===== src/rtl/dmem_bridge_pkg.sv =====
// Shared definitions for the data-memory bridge: FSM state encoding,
// word-alignment mask and an alignment helper.
package dmem_bridge_pkg;

    typedef enum logic [2:0] {
        IDLE  = 3'd0,
        ADDR  = 3'd1,
        RESP  = 3'd2,
        DONE  = 3'd3,
        ABORT = 3'd4
    } state_e;

    // Clears the byte-offset bits of a byte address.
    localparam logic [31:0] WORD_ALIGN_MASK = 32'hFFFF_FFFC;

    function automatic logic is_aligned(input logic [31:0] a);
        return (a & ~WORD_ALIGN_MASK) == 32'h0;
    endfunction

endpackage


===== src/rtl/dmem_bridge_if.sv =====
// Valid/ready data bus between the bridge (master) and memory (slave).
//   bus_valid/bus_we/bus_addr/bus_wdata : request, master -> slave
//   bus_ready                           : request accepted when valid&ready
//   bus_rvalid/bus_rdata                : read response
//   bus_err                             : error, qualifies ready (writes) or rvalid (reads)
interface dmem_bridge_if;
    logic        bus_valid;
    logic        bus_ready;
    logic        bus_we;
    logic [31:0] bus_addr;
    logic [31:0] bus_wdata;
    logic        bus_rvalid;
    logic [31:0] bus_rdata;
    logic        bus_err;

    modport master (
        output bus_valid, bus_we, bus_addr, bus_wdata,
        input  bus_ready, bus_rvalid, bus_rdata, bus_err
    );

    modport slave (
        input  bus_valid, bus_we, bus_addr, bus_wdata,
        output bus_ready, bus_rvalid, bus_rdata, bus_err
    );
endinterface


===== src/rtl/dmem_timeout.sv =====
// Transaction watchdog: CW-bit counter, cleared at transaction start and
// advanced while the bridge waits on the bus.
//   clk, reset  : clock, synchronous active-high reset
//   clr_i       : restart count (entry to ADDR)
//   en_i        : waiting cycle (ADDR or RESP)
//   expired_o   : this waiting cycle is the last one allowed
module dmem_timeout #(
    parameter int TIMEOUT = 255,
    parameter int CW      = 8
) (
    input  logic clk,
    input  logic reset,
    input  logic clr_i,
    input  logic en_i,
    output logic expired_o
);
    logic [CW-1:0] cnt_q, cnt_d;

    always_comb begin
        cnt_d = cnt_q;
        if (clr_i)
            cnt_d = '0;
        else if (en_i)
            cnt_d = cnt_q + 1'b1;
    end

    always_ff @(posedge clk) begin
        if (reset)
            cnt_q <= '0;
        else
            cnt_q <= cnt_d;
    end

    generate
        if (TIMEOUT == 0) begin : g_off
            assign expired_o = 1'b0;
        end else begin : g_on
            localparam logic [CW-1:0] LAST = CW'(TIMEOUT - 1);
            assign expired_o = en_i && (cnt_q == LAST);
        end
    endgenerate
endmodule


===== src/rtl/dmem_bridge.sv =====
// Data-memory access stage: turns the single-cycle core's memory request
// into a variable-latency valid/ready bus transaction and stalls the core
// until it completes, errors or times out.
//   clk, reset          : clock, synchronous active-high reset
//   MemEn, MemWrite     : access request / store select
//   Addr, WData         : byte address, store data
//   RData               : last successfully loaded word
//   Stall               : core holds PC and register write
//   DataAbort           : one-cycle abort pulse (misaligned, bus error, timeout)
//   bus                 : valid/ready memory bus (master side)
module dmem_bridge
    import dmem_bridge_pkg::*;
#(
    parameter int TIMEOUT = 255,
    parameter int CW      = 8
) (
    input  logic               clk,
    input  logic               reset,
    input  logic               MemEn,
    input  logic               MemWrite,
    input  logic [31:0]        Addr,
    input  logic [31:0]        WData,
    output logic [31:0]        RData,
    output logic               Stall,
    output logic               DataAbort,
    dmem_bridge_if.master      bus
);
    state_e      state_q, state_d;
    logic [31:0] addr_q, addr_d;
    logic [31:0] wdata_q, wdata_d;
    logic        we_q, we_d;
    logic [31:0] rdata_q, rdata_d;
    logic        start;
    logic        waiting;
    logic        expired;

    assign waiting = (state_q == ADDR) || (state_q == RESP);

    dmem_timeout #(.TIMEOUT(TIMEOUT), .CW(CW)) u_timeout (
        .clk       (clk),
        .reset     (reset),
        .clr_i     (start),
        .en_i      (waiting),
        .expired_o (expired)
    );

    always_comb begin
        state_d = state_q;
        addr_d  = addr_q;
        wdata_d = wdata_q;
        we_d    = we_q;
        rdata_d = rdata_q;
        start   = 1'b0;
        case (state_q)
            IDLE: begin
                if (MemEn) begin
                    if (is_aligned(Addr)) begin
                        addr_d  = Addr & WORD_ALIGN_MASK;
                        wdata_d = WData;
                        we_d    = MemWrite;
                        start   = 1'b1;
                        state_d = ADDR;
                    end else begin
                        state_d = ABORT;
                    end
                end
            end
            ADDR: begin
                // Acceptance is checked first so it beats a same-cycle timeout.
                if (bus.bus_ready)
                    state_d = bus.bus_err ? ABORT : (we_q ? DONE : RESP);
                else if (expired)
                    state_d = ABORT;
            end
            RESP: begin
                if (bus.bus_rvalid) begin
                    if (bus.bus_err) begin
                        state_d = ABORT;
                    end else begin
                        rdata_d = bus.bus_rdata;
                        state_d = DONE;
                    end
                end else if (expired) begin
                    state_d = ABORT;
                end
            end
            default: state_d = IDLE;   // DONE, ABORT: single-cycle retire
        endcase
    end

    always_ff @(posedge clk) begin
        if (reset) begin
            state_q <= IDLE;
            addr_q  <= '0;
            wdata_q <= '0;
            we_q    <= 1'b0;
            rdata_q <= '0;
        end else begin
            state_q <= state_d;
            addr_q  <= addr_d;
            wdata_q <= wdata_d;
            we_q    <= we_d;
            rdata_q <= rdata_d;
        end
    end

    // Stall asserts combinationally in the request cycle so the core never
    // retires a memory instruction before the bridge has seen it.
    always_comb begin
        Stall         = ((state_q == IDLE) && MemEn) || waiting;
        DataAbort     = (state_q == ABORT);
        bus.bus_valid = (state_q == ADDR);
        bus.bus_we    = we_q;
        bus.bus_addr  = addr_q;
        bus.bus_wdata = wdata_q;
        RData         = rdata_q;
    end
endmodule

===== src/flat_wrapper.sv =====
// flat-port wrapper written by rule: the top's interface ports become plain ports
module dmem_bridge_flat import dmem_bridge_pkg::*;
#(
    parameter int TIMEOUT = 255,
    parameter int CW      = 8
)
  (clk, reset, MemEn, MemWrite, Addr, WData, RData, Stall, DataAbort, bus_bus_valid, bus_bus_we, bus_bus_addr, bus_bus_wdata, bus_bus_ready, bus_bus_rvalid, bus_bus_rdata, bus_bus_err);
  dmem_bridge_if bus_i ();
  input  logic clk;
  input  logic reset;
  input  logic MemEn;
  input  logic MemWrite;
  input  logic [31:0] Addr;
  input  logic [31:0] WData;
  output logic [31:0] RData;
  output logic Stall;
  output logic DataAbort;
  output wire logic [$bits(bus_i.bus_valid)-1:0] bus_bus_valid;
  output wire logic [$bits(bus_i.bus_we)-1:0] bus_bus_we;
  output wire logic [$bits(bus_i.bus_addr)-1:0] bus_bus_addr;
  output wire logic [$bits(bus_i.bus_wdata)-1:0] bus_bus_wdata;
  input wire logic [$bits(bus_i.bus_ready)-1:0] bus_bus_ready;
  input wire logic [$bits(bus_i.bus_rvalid)-1:0] bus_bus_rvalid;
  input wire logic [$bits(bus_i.bus_rdata)-1:0] bus_bus_rdata;
  input wire logic [$bits(bus_i.bus_err)-1:0] bus_bus_err;
  assign bus_bus_valid = bus_i.bus_valid;
  assign bus_bus_we = bus_i.bus_we;
  assign bus_bus_addr = bus_i.bus_addr;
  assign bus_bus_wdata = bus_i.bus_wdata;
  assign bus_i.bus_ready = bus_bus_ready;
  assign bus_i.bus_rvalid = bus_bus_rvalid;
  assign bus_i.bus_rdata = bus_bus_rdata;
  assign bus_i.bus_err = bus_bus_err;
  dmem_bridge #(.TIMEOUT(TIMEOUT), .CW(CW)) u_core (.clk(clk), .reset(reset), .MemEn(MemEn), .MemWrite(MemWrite), .Addr(Addr), .WData(WData), .RData(RData), .Stall(Stall), .DataAbort(DataAbort), .bus(bus_i));
endmodule

===== config.mk =====
export PLATFORM = sky130hd
export DESIGN_NAME = dmem_bridge_flat
export DESIGN_NICKNAME = d
export VERILOG_FILES = /design/src/rtl/dmem_bridge_pkg.sv /design/src/rtl/dmem_bridge_if.sv /design/src/rtl/dmem_timeout.sv /design/src/rtl/dmem_bridge.sv /design/src/flat_wrapper.sv
export SDC_FILE = /design/constraint.sdc
export NUM_CORES = 1
export LEC_CHECK = 0
export BUFFER_PORTS_ARGS = -buffer_cell sky130_fd_sc_hd__buf_2
export CAP_MARGIN = 40
export CORE_UTILIZATION = 45
export DETAILED_ROUTE_END_ITERATION = 10
export GPL_TIMING_DRIVEN = 1
export PLACE_DENSITY = 0.83
export SETUP_SLACK_MARGIN = 0.05
export SLEW_MARGIN = 20
export SYNTH_ARGS = -nofsm -noshare
export SYNTH_HDL_FRONTEND = slang
export SYNTH_SLANG_ARGS = --single-unit

===== constraint.sdc =====
create_clock -name clk -period 2.06 [get_ports clk]
set_input_delay 0.206 -clock clk [delete_from_list [all_inputs] [get_ports clk]]
set_output_delay 0.206 -clock clk [all_outputs]
set_load 0.02 [all_outputs]

Word level (Yosys, flattened, before mapping):

Index checks and enable logic that the tools add are counted.

* register bits: 106
* bits of input ports: 103
* output and inout port bits: 100

* eq/ne operators: 5
* $add $sub $neg: 1
* reduce and logical (&&, ||, !) cells: 9
* mux-type cells: 12
* bitwise logic cells: 1

Operator list (count)
* 32-bit logical NOT: 1
* 3-bit 2-to-1 mux: 7
* 3-bit case mux with 3 select lines: 1
* 8-bit by 1-bit adder with 8-bit output, second input constant: 1
* 8-bit == test, second input constant: 1
* 3-bit AND reduction: 2
* 1-bit 2-to-1 mux: 4
* 3-bit by 1-bit == test with 1-bit output, second input constant: 1
* 3-bit by 2-bit == test with 1-bit output, second input constant: 1
* 3-bit == test, second input constant: 1
* 3-bit logical NOT: 1
* 1-bit logical AND: 2
* 1-bit logical OR: 2
* 2-bit inequality test, second input constant: 1
* 2-bit OR reduction: 1
* 1-bit inverter: 1

Logic depth before layout (Yosys ltp):

Gate-level depths: netlist (run 1).

* depth in word-level cells: 6
* mapped depth: 7
* mapped depth without buffers: 6

Modules after synthesis:

From an unflattened synthesis (run 1), not the netlist that was laid out.

* cells, all modules: 495
* area total of the unflattened synthesis: 4784.6 µm²

By module, submodules not included
* dmem_bridge: area an instance 4406.7 µm², instances 1, cells an instance 453
* dmem_timeout: area an instance 377.9 µm², instances 1, cells an instance 42

Worst setup path after synthesis (run 1):

OpenSTA, ideal clock, no wires.

* path kind: reg2reg
* start: register u_core.state_q[1]
* end: register u_core.state_q[0]
* data arrival time: 1.644 ns
* data required time: 1.983 ns
* setup slack: 0.339 ns
* stages on the path, launching flop included: 6
* period minus slack after synthesis: 1.721 ns
* cells stage by stage: dfxtp_1 -> buf_4 -> nor3_1 -> a211oi_1 -> nand2b_1 -> a41oi_2

* cells in the longest elaborated chain, start to end: 6
* elaborated cells between the ends (all ways): 10
* classes of those cells: eq/ne: 3; mux: 4; reduce/logical: 3

RTL lines
* start, declared: line dmem_bridge.sv:28 `state_e state_q, state_d;`
* start signal, assigned: line dmem_bridge.sv:99 `state_q <= state_d;`
* 3-bit by 1-bit == test with 1-bit output or 3-bit by 2-bit == test with 1-bit output (tied branches): line dmem_bridge.sv:37, dmem_bridge.sv:54
* 1-bit logical OR: line dmem_bridge.sv:37 `assign waiting = (state_q == ADDR) || (state_q == RESP);`
* 1-bit logical AND: line dmem_timeout.sv:39 `assign expired_o = en_i && (cnt_q == LAST);`
* 3-bit 2-to-1 mux
* 3-bit 2-to-1 mux, on equally long branches
* 3-bit case mux with 3 select lines: line dmem_bridge.sv:54 `case (state_q)`

Several ways; a longest one is shown, not always the timed one.
A chain may end at the register's enable or synchronous reset.

Final worst setup path (run 1):

* start: register u_core.state_q[0]
* end: output bus_bus_valid

* cells in the longest elaborated chain, start to end: 1

RTL lines
* 3-bit by 1-bit == test with 1-bit output: line dmem_bridge.sv:112 `bus.bus_valid = (state_q == ADDR);`
* end, declared: line flat_wrapper.sv:18 `output wire logic [$bits(bus_i.bus_valid)-1:0] bus_bus_valid;`

No other way between the ends.

==> impl_results.md, run 1 <==
- Outcome: completed
- Met3 Use GR: about 7.0%
- Clock sink total: approximately 110
- Total setup buffers inserted after CTS: 0
- Initial antenna violation count: 1
- Die area: just over 9000 sq um
- GR Util met2: 36.62%
- Dpl ws: between 0.3 and 0.4 ns
- DR iter-0 viols: between 100 and 150
- Seq pwr share: between 50% and 60%
- Hold-fix buffers, CTS: 0
- Tmin final: 1.860 ns
- Worst skew pair latency: roughly 0.36 ns
- Resized Gates After CTS: 0
- Number of nets in the layout: 781
- Worst EP arrival: 1.65 ns
- Clk buf depth: 2
- GR Util met1: between 20% and 30%
- Seq/Total Area, Yosys: between 50% and 60%
- Num rows: 34
- DP Cell Count: ~770
- Final ANT Viol Nets: 0
- Fin. max-slew vios: 0
- Worst hold slack: 0.06293 ns
- Relative slew slack: between 50% and 60%
- Cell variety after synth: 37
- First-pass GRT wire length: around 14 mm
- Final period util: ~90%
- Syn Area/Cell: between 8 and 9 sq um
- Synth area leaders: dfxtp_1 (53%), nand2_1 (18%), a21oi_1 (12%)
- Async SR Flop Fraction: 0%
- Yosys top cell area share: roughly 53%
- # port buffers: 200
- Crit-path max FO: 8
- Most numerous cell in the Yosys netlist: nand2_1
- DRC: 0
- Largest net degree at the start of global routing: just over 60
- Actual slew at the worst max-slew pin: just over 0.6 ns
- Vias: between 3000 and 4000
- Global route overflow: 0
- P_leak: 2.274 nW
- Worst vdd ir: 442.2 uV
- Number of synthesized register bits: 106
- FMAX: between 500 and 600 MHz
- Die X: slightly below 100 microns
- Top FF cell, synth: dfxtp_1
- Vias in the first global route: approximately 3300
- Pwr Total: 3.724 mW
- Drt first pass iters: 4
- Total Wirelength: approximately 9.7 mm
- Critical Path RT: about 1.9 ns
- CTS clk-pin slew, worst paths: roughly 0.11 ns
- Logic gate share of total power: 9.9%
- Net Sw Power: approximately 950 uW
- Chip Height: between 90 and 100 microns
- Worst setup SP type: flop
- Pwr dens: between 700 and 800 nW/um^2
- Vias per Instance: between 4 and 5
- Dpl hpwl: 7.090 mm
- # IOs: a little over 200
- Number of max-cap violations: 0
- Share of layout cells above drive strength 1: approximately 34%
- Clock root cell: clkbuf_8
- Area Overhead vs Synth: 29.81%
- Global Route Usage Sum: about a fifth
- Synth area leader: dfxtp_1
- Syn Std Cell Area: a little over 4000 sq um
- Setup crit end kind: output port
- GRT busiest layer: met2
- Syn Inst Count: 494
- RSZ-0062 raised after global routing: false
- Switching fraction of total power: between 20% and 30%
- Drt wl/cell: around 12 microns
- Post-route insts no fill: about 800
- Crit Path Class: flop to output port
- # diodes: 0
- GP Congestion: roughly 0.91
- CTS Buf Count: 9
- Final Hold Violating Endpoints: 0
- CTS tree: built
- Initial Utilization: 46.38%
- Worst hold path class: input port to flop
- # H-tree levels: 3
- Most frequent cells after synthesis: nand2_1 (196), dfxtp_1 (106), a21oi_1 (96)
- Clock share of power: about a third
- EDFF count, synth: 0
- Final WS setup: 0.2002 ns
- Core ar.: between 8000 and 9000 sq um
- Clock skew: approximately 0.011 ns
- Setup violators final: 0
- Internal: 2.770 mW
- Setup TNS Final: 0 ns
- Synth warn: 0
==> worst max-delay path, stage by stage (launching register included) <==
cell,delay (ns)
dfxtp_1,0.61
nand2b_1,0.17
nor2_1,0.27
buf_2,0.25
==> layer usage <==
| layer | wire (microns) | part of all wire, % |
|---|---|---|
| met5 | 18 | 0.19 |
| met4 | 96 | 0.99 |
| met3 | 796 | 8.2 |
| met2 | 4842 | 50 |
| met1 | 3949 | 41 |
==> final timing paths <==
check	from	end	slack, ns	cells after the start
max	u_core.state_q[0]	bus_bus_valid	0.20	3
min	Addr[20]	u_core.bus.bus_addr[20]	0.06	3
max reg2reg	u_core.state_q[1]	u_core.state_q[0]	0.37	4
min reg2reg	u_core.RData[12]	u_core.RData[12]	0.45	2
==> through the flow <==
step                      utilization [%]  instance area, sq um
after floorplan                         -                  4029
after global placement              57.94                  5029
after detailed placement            57.94                  5029
after CTS                           60.21                  5225
after global routing                60.21                  5225
final                               60.21                  5225
==> power by group through the flow <==
stage / clock, mW / sequential, mW / combinational (mW)
after floorplan: 0 / 2.21 / 0.164
after global placement: 0 / 2.17 / 0.364
after detailed placement: 0 / 2.17 / 0.373
after CTS: 1.28 / 2.12 / 0.374
after global routing: 1.36 / 2.13 / 0.409
final: 1.23 / 2.12 / 0.370
==> cells by family after synthesis <==
group | count (synthesis) | synth area share (%)
other cells | 1 | 0.09317
fa+ha+maj | 2 | 0.6216
compound gates | 103 | 13.40
simple gates | 235 | 24.96
flops | 106 | 52.72
buf+inv | 39 | 5.999
xor+xnor | 8 | 2.207
==> layout make-up <==
cell class                      count  area [sq um]
Timing Repair Buffer              208          1101
Clock inverter                      5         45.04
Fill cell                         828          3453
Clock buffer                       11         151.4
Tap cell                          108         135.1
Inverter                            1         3.754
Sequential cell                   106          2122
Multi-Input combinational cell    350          1667
==> placed cells by master (no fill, tap or decap), types with 2 or more instances in the layout <==
| master | instances |
|---|---|
| nor4_2 | 2 |
| clkinv_4 | 2 |
| nor4_1 | 2 |
| nor3_1 | 8 |
| clkbuf_8 | 11 |
| buf_12 | 3 |
| ha_1 | 2 |
| a21oi_1 | 96 |
| nor3b_1 | 2 |
| buf_2 | 199 |
| nand3b_1 | 3 |
| nand2b_1 | 5 |
| nor3_2 | 2 |
| xnor2_1 | 7 |
| nand3_1 | 2 |
| dfxtp_1 | 106 |
| nand2_1 | 196 |
| buf_4 | 6 |
| conb_1 | 2 |
| nor2_1 | 4 |
==> state kept, by name (all words and copies together) (netlist names) <==
name	flops
u_core.bus.bus_wdata	32
u_core.state_q	3
u_core.bus.bus_addr	30
u_core.u_timeout.cnt_q	8
u_core.bus.bus_we	1
u_core.RData	32
Power figures use the tool's default switching activity.
==> run 2: changes to the inputs <==
- clock period: 2.06 -> 1.9 ns (I/O delays scaled with it)
==> run 2 against run 1 <==
Net effect: cell count is 0.13% higher; non-clock buffer count up 1; sequential power increased by 8%; global-route usage shrank 0.49 points; via count decreased by 1.0%; hold slack got worse by 0.012 ns; clock power grew 8%; power grew 8.4%; largest cell class unchanged.
==> impl_results.md, run 2 (synthesized netlist as in run 1, its figures left out) <==
- Outcome: completed
- Crit-path max FO: 14
- Chip Height: around 97 microns
- Final Util: approximately 60%
- Num rows: 34
- Setup TNS Final: 0 ns
- Area Overhead vs Synth: 30.40%
- Number of max-cap violations: 0
- RSZ-0062 raised after global routing: false
- Actual slew at the worst max-slew pin: 0.6026 ns
- Total Wirelength: approximately 9.6 mm
- R2R Path Start: u_core.state_q[2]
- # port buffers: 200
- Crit-path cells: nor3_1 > a211oi_1 > buf_2
- Finished Cell Area: about 5200 sq um
- CP delay by family, top: flip-flops
- Fin. max-slew vios: 0
- Final ANT Viol Nets: 0
- Met1 wire length: between 3 and 4 mm
- Clock skew: about 0.014 ns
- Vias in the first global route: approximately 3200
- Met2 routed WL: roughly 4.7 mm
- # diodes: 0
- Critical hold path startpoint: WData[2]
- Core ar.: approximately 8700 sq um
- Critical Path RT: 1.71 ns
- Number of nets in the layout: around 800
- Worst path max stage delay: approximately 0.5 ns
- DR iter-0 viols: 100
- Hold Path Stages: 3
- Final WS setup: 0.1950 ns
- CTS Buf Count: 9
- Global Route Usage Sum: between 15 and 20%
- Global route overflow: 0
- Die area: approximately 9300 sq um
- R2R depth: 4
- Crit Path Class: flop to output port
- Initial Utilization: a little under half
- Worst setup SP type: flop
- Worst vdd ir: roughly 600 uV
- Hold Path Sink: u_core.bus.bus_wdata[2]
- Vias per Instance: between 4 and 5
- Worst hold path class: input port to flop
- Drt wl/cell: approximately 12 microns
- Worst EP arrival: around 1.5 ns
- FMAX: around 600 MHz
- Final Hold Violating Endpoints: 0
- CTS tree: built
- Share of layout cells above drive strength 1: 34.60%
- Worst skew pair latency: between 0.3 and 0.4 ns
- Clk buf depth: 2
- Dpl ws: 0.1887 ns
- Clock root cell: clkbuf_8
- RR Endpoint: u_core.state_q[0]
- Final period util: roughly nine tenths
- Drt first pass iters: 4
- Die X: around 97 microns
- # IOs: 203
- Most common cell after layout, fill and taps aside: buf_2
- Clock sink total: ~110
- Pwr dens: slightly below 800 nW/um^2
- Tmin final: between 1.5 and 2 ns
- Worst hold slack: roughly 0.051 ns
- First-pass GRT wire length: 14.11 mm
- Worst Path Buf+Inv: 1
- GP Congestion: 0.8966
- Most frequent cells in the layout: buf_2 (199), nand2_1 (196), dfxtp_1 (104), a21oi_1 (96), clkbuf_8 (11)
- Vias: approximately 3800
- CP max-delay cell: dfxtp_2
- Hold-fix buffers, CTS: 0
- Setup crit end kind: output port
- Placement Cell Area: slightly above 5000 sq um
- Initial antenna violation count: 1
- # H-tree levels: 3
- P_leak: between 2 and 2.5 nW
- WL met3: 821 microns
- Setup violators final: 0
- DRC: 0
- Worst R2R Setup Slack: about 0.22 ns
- Top sig layer: met5
- CTS clk-pin slew, worst paths: approximately 0.11 ns
- Dpl hpwl: 6.995 mm
- Relative slew slack: around 60%
- Largest net degree at the start of global routing: 57
run 2: cell types whose count changed in the layout (fill, tap and decap cells not counted):
| cell | delta |
|---|---|
| buf_12 | +1 |
| clkinvlp_4 | -1 |
| dfxtp_1 | -2 |
| clkinv_4 | +2 |
| dfxtp_2 | +2 |
| inv_6 | -1 |
run 2: layout make-up:
cell class              instances  area, sq um
repair buffers                209         1121
multi-input cells             350         1667
inverters                       1        3.754
clock buffers                  11        151.4
fillers                       777         3430
clock inverters                 5        46.29
well taps                     108        135.1
flip-flops and latches        106         2125
run 2: layer usage:
| metal | track usage [%] | vias to the layer above |
|---|---|---|
| li1 | - | 1969 |
| met1 | 22.68 | 1697 |
| met2 | 33.63 | 138 |
| met3 | 7.277 | 11 |
| met4 | 5.270 | 2 |
| met5 | 0 | - |
run 2: through the flow:
step	std cells	total power [mW]
final	790	4.035
after global routing	790	4.231
after CTS	789	4.088
after detailed placement	773	2.757
after global placement	773	2.744
after floorplan	495	2.579
run 2: where the power goes:
group	switching [mW]	total [mW]	internal, mW
clock	0.761	1.33	0.568
combinational	0.237	0.406	0.169
sequential	0.0304	2.30	2.27
total	1.03	4.04	3.01
run 2: worst register-to-register path, cell delays in order (launching register included):
cell and delay, ns:
dfxtp_1 0.55, nand2b_1 0.31, nor4_2 0.11, or4_1 0.44
a41oi_2 0.20
run 2: how the worst max path moves through the flow:
stage	start	endpoint	slack [ns]	depth (start not counted)
after global placement	u_core.state_q[0]	u_core.bus.bus_addr[10]	0.26	5
final	u_core.state_q[1]	Stall	0.20	3
after global routing	u_core.state_q[1]	Stall	0.07	3
after detailed placement	u_core.state_q[0]	u_core.bus.bus_addr[13]	0.19	5
after floorplan	u_core.state_q[1]	u_core.state_q[0]	0.18	5
after CTS	u_core.state_q[1]	Stall	0.17	3
run 2: repair_timing:
action	in CTS	in global routing
gates cloned	0	0
pin swaps	0	1
endpoints found under the setup margin	1	2
buffers inserted	0	1
resized for setup	2	0
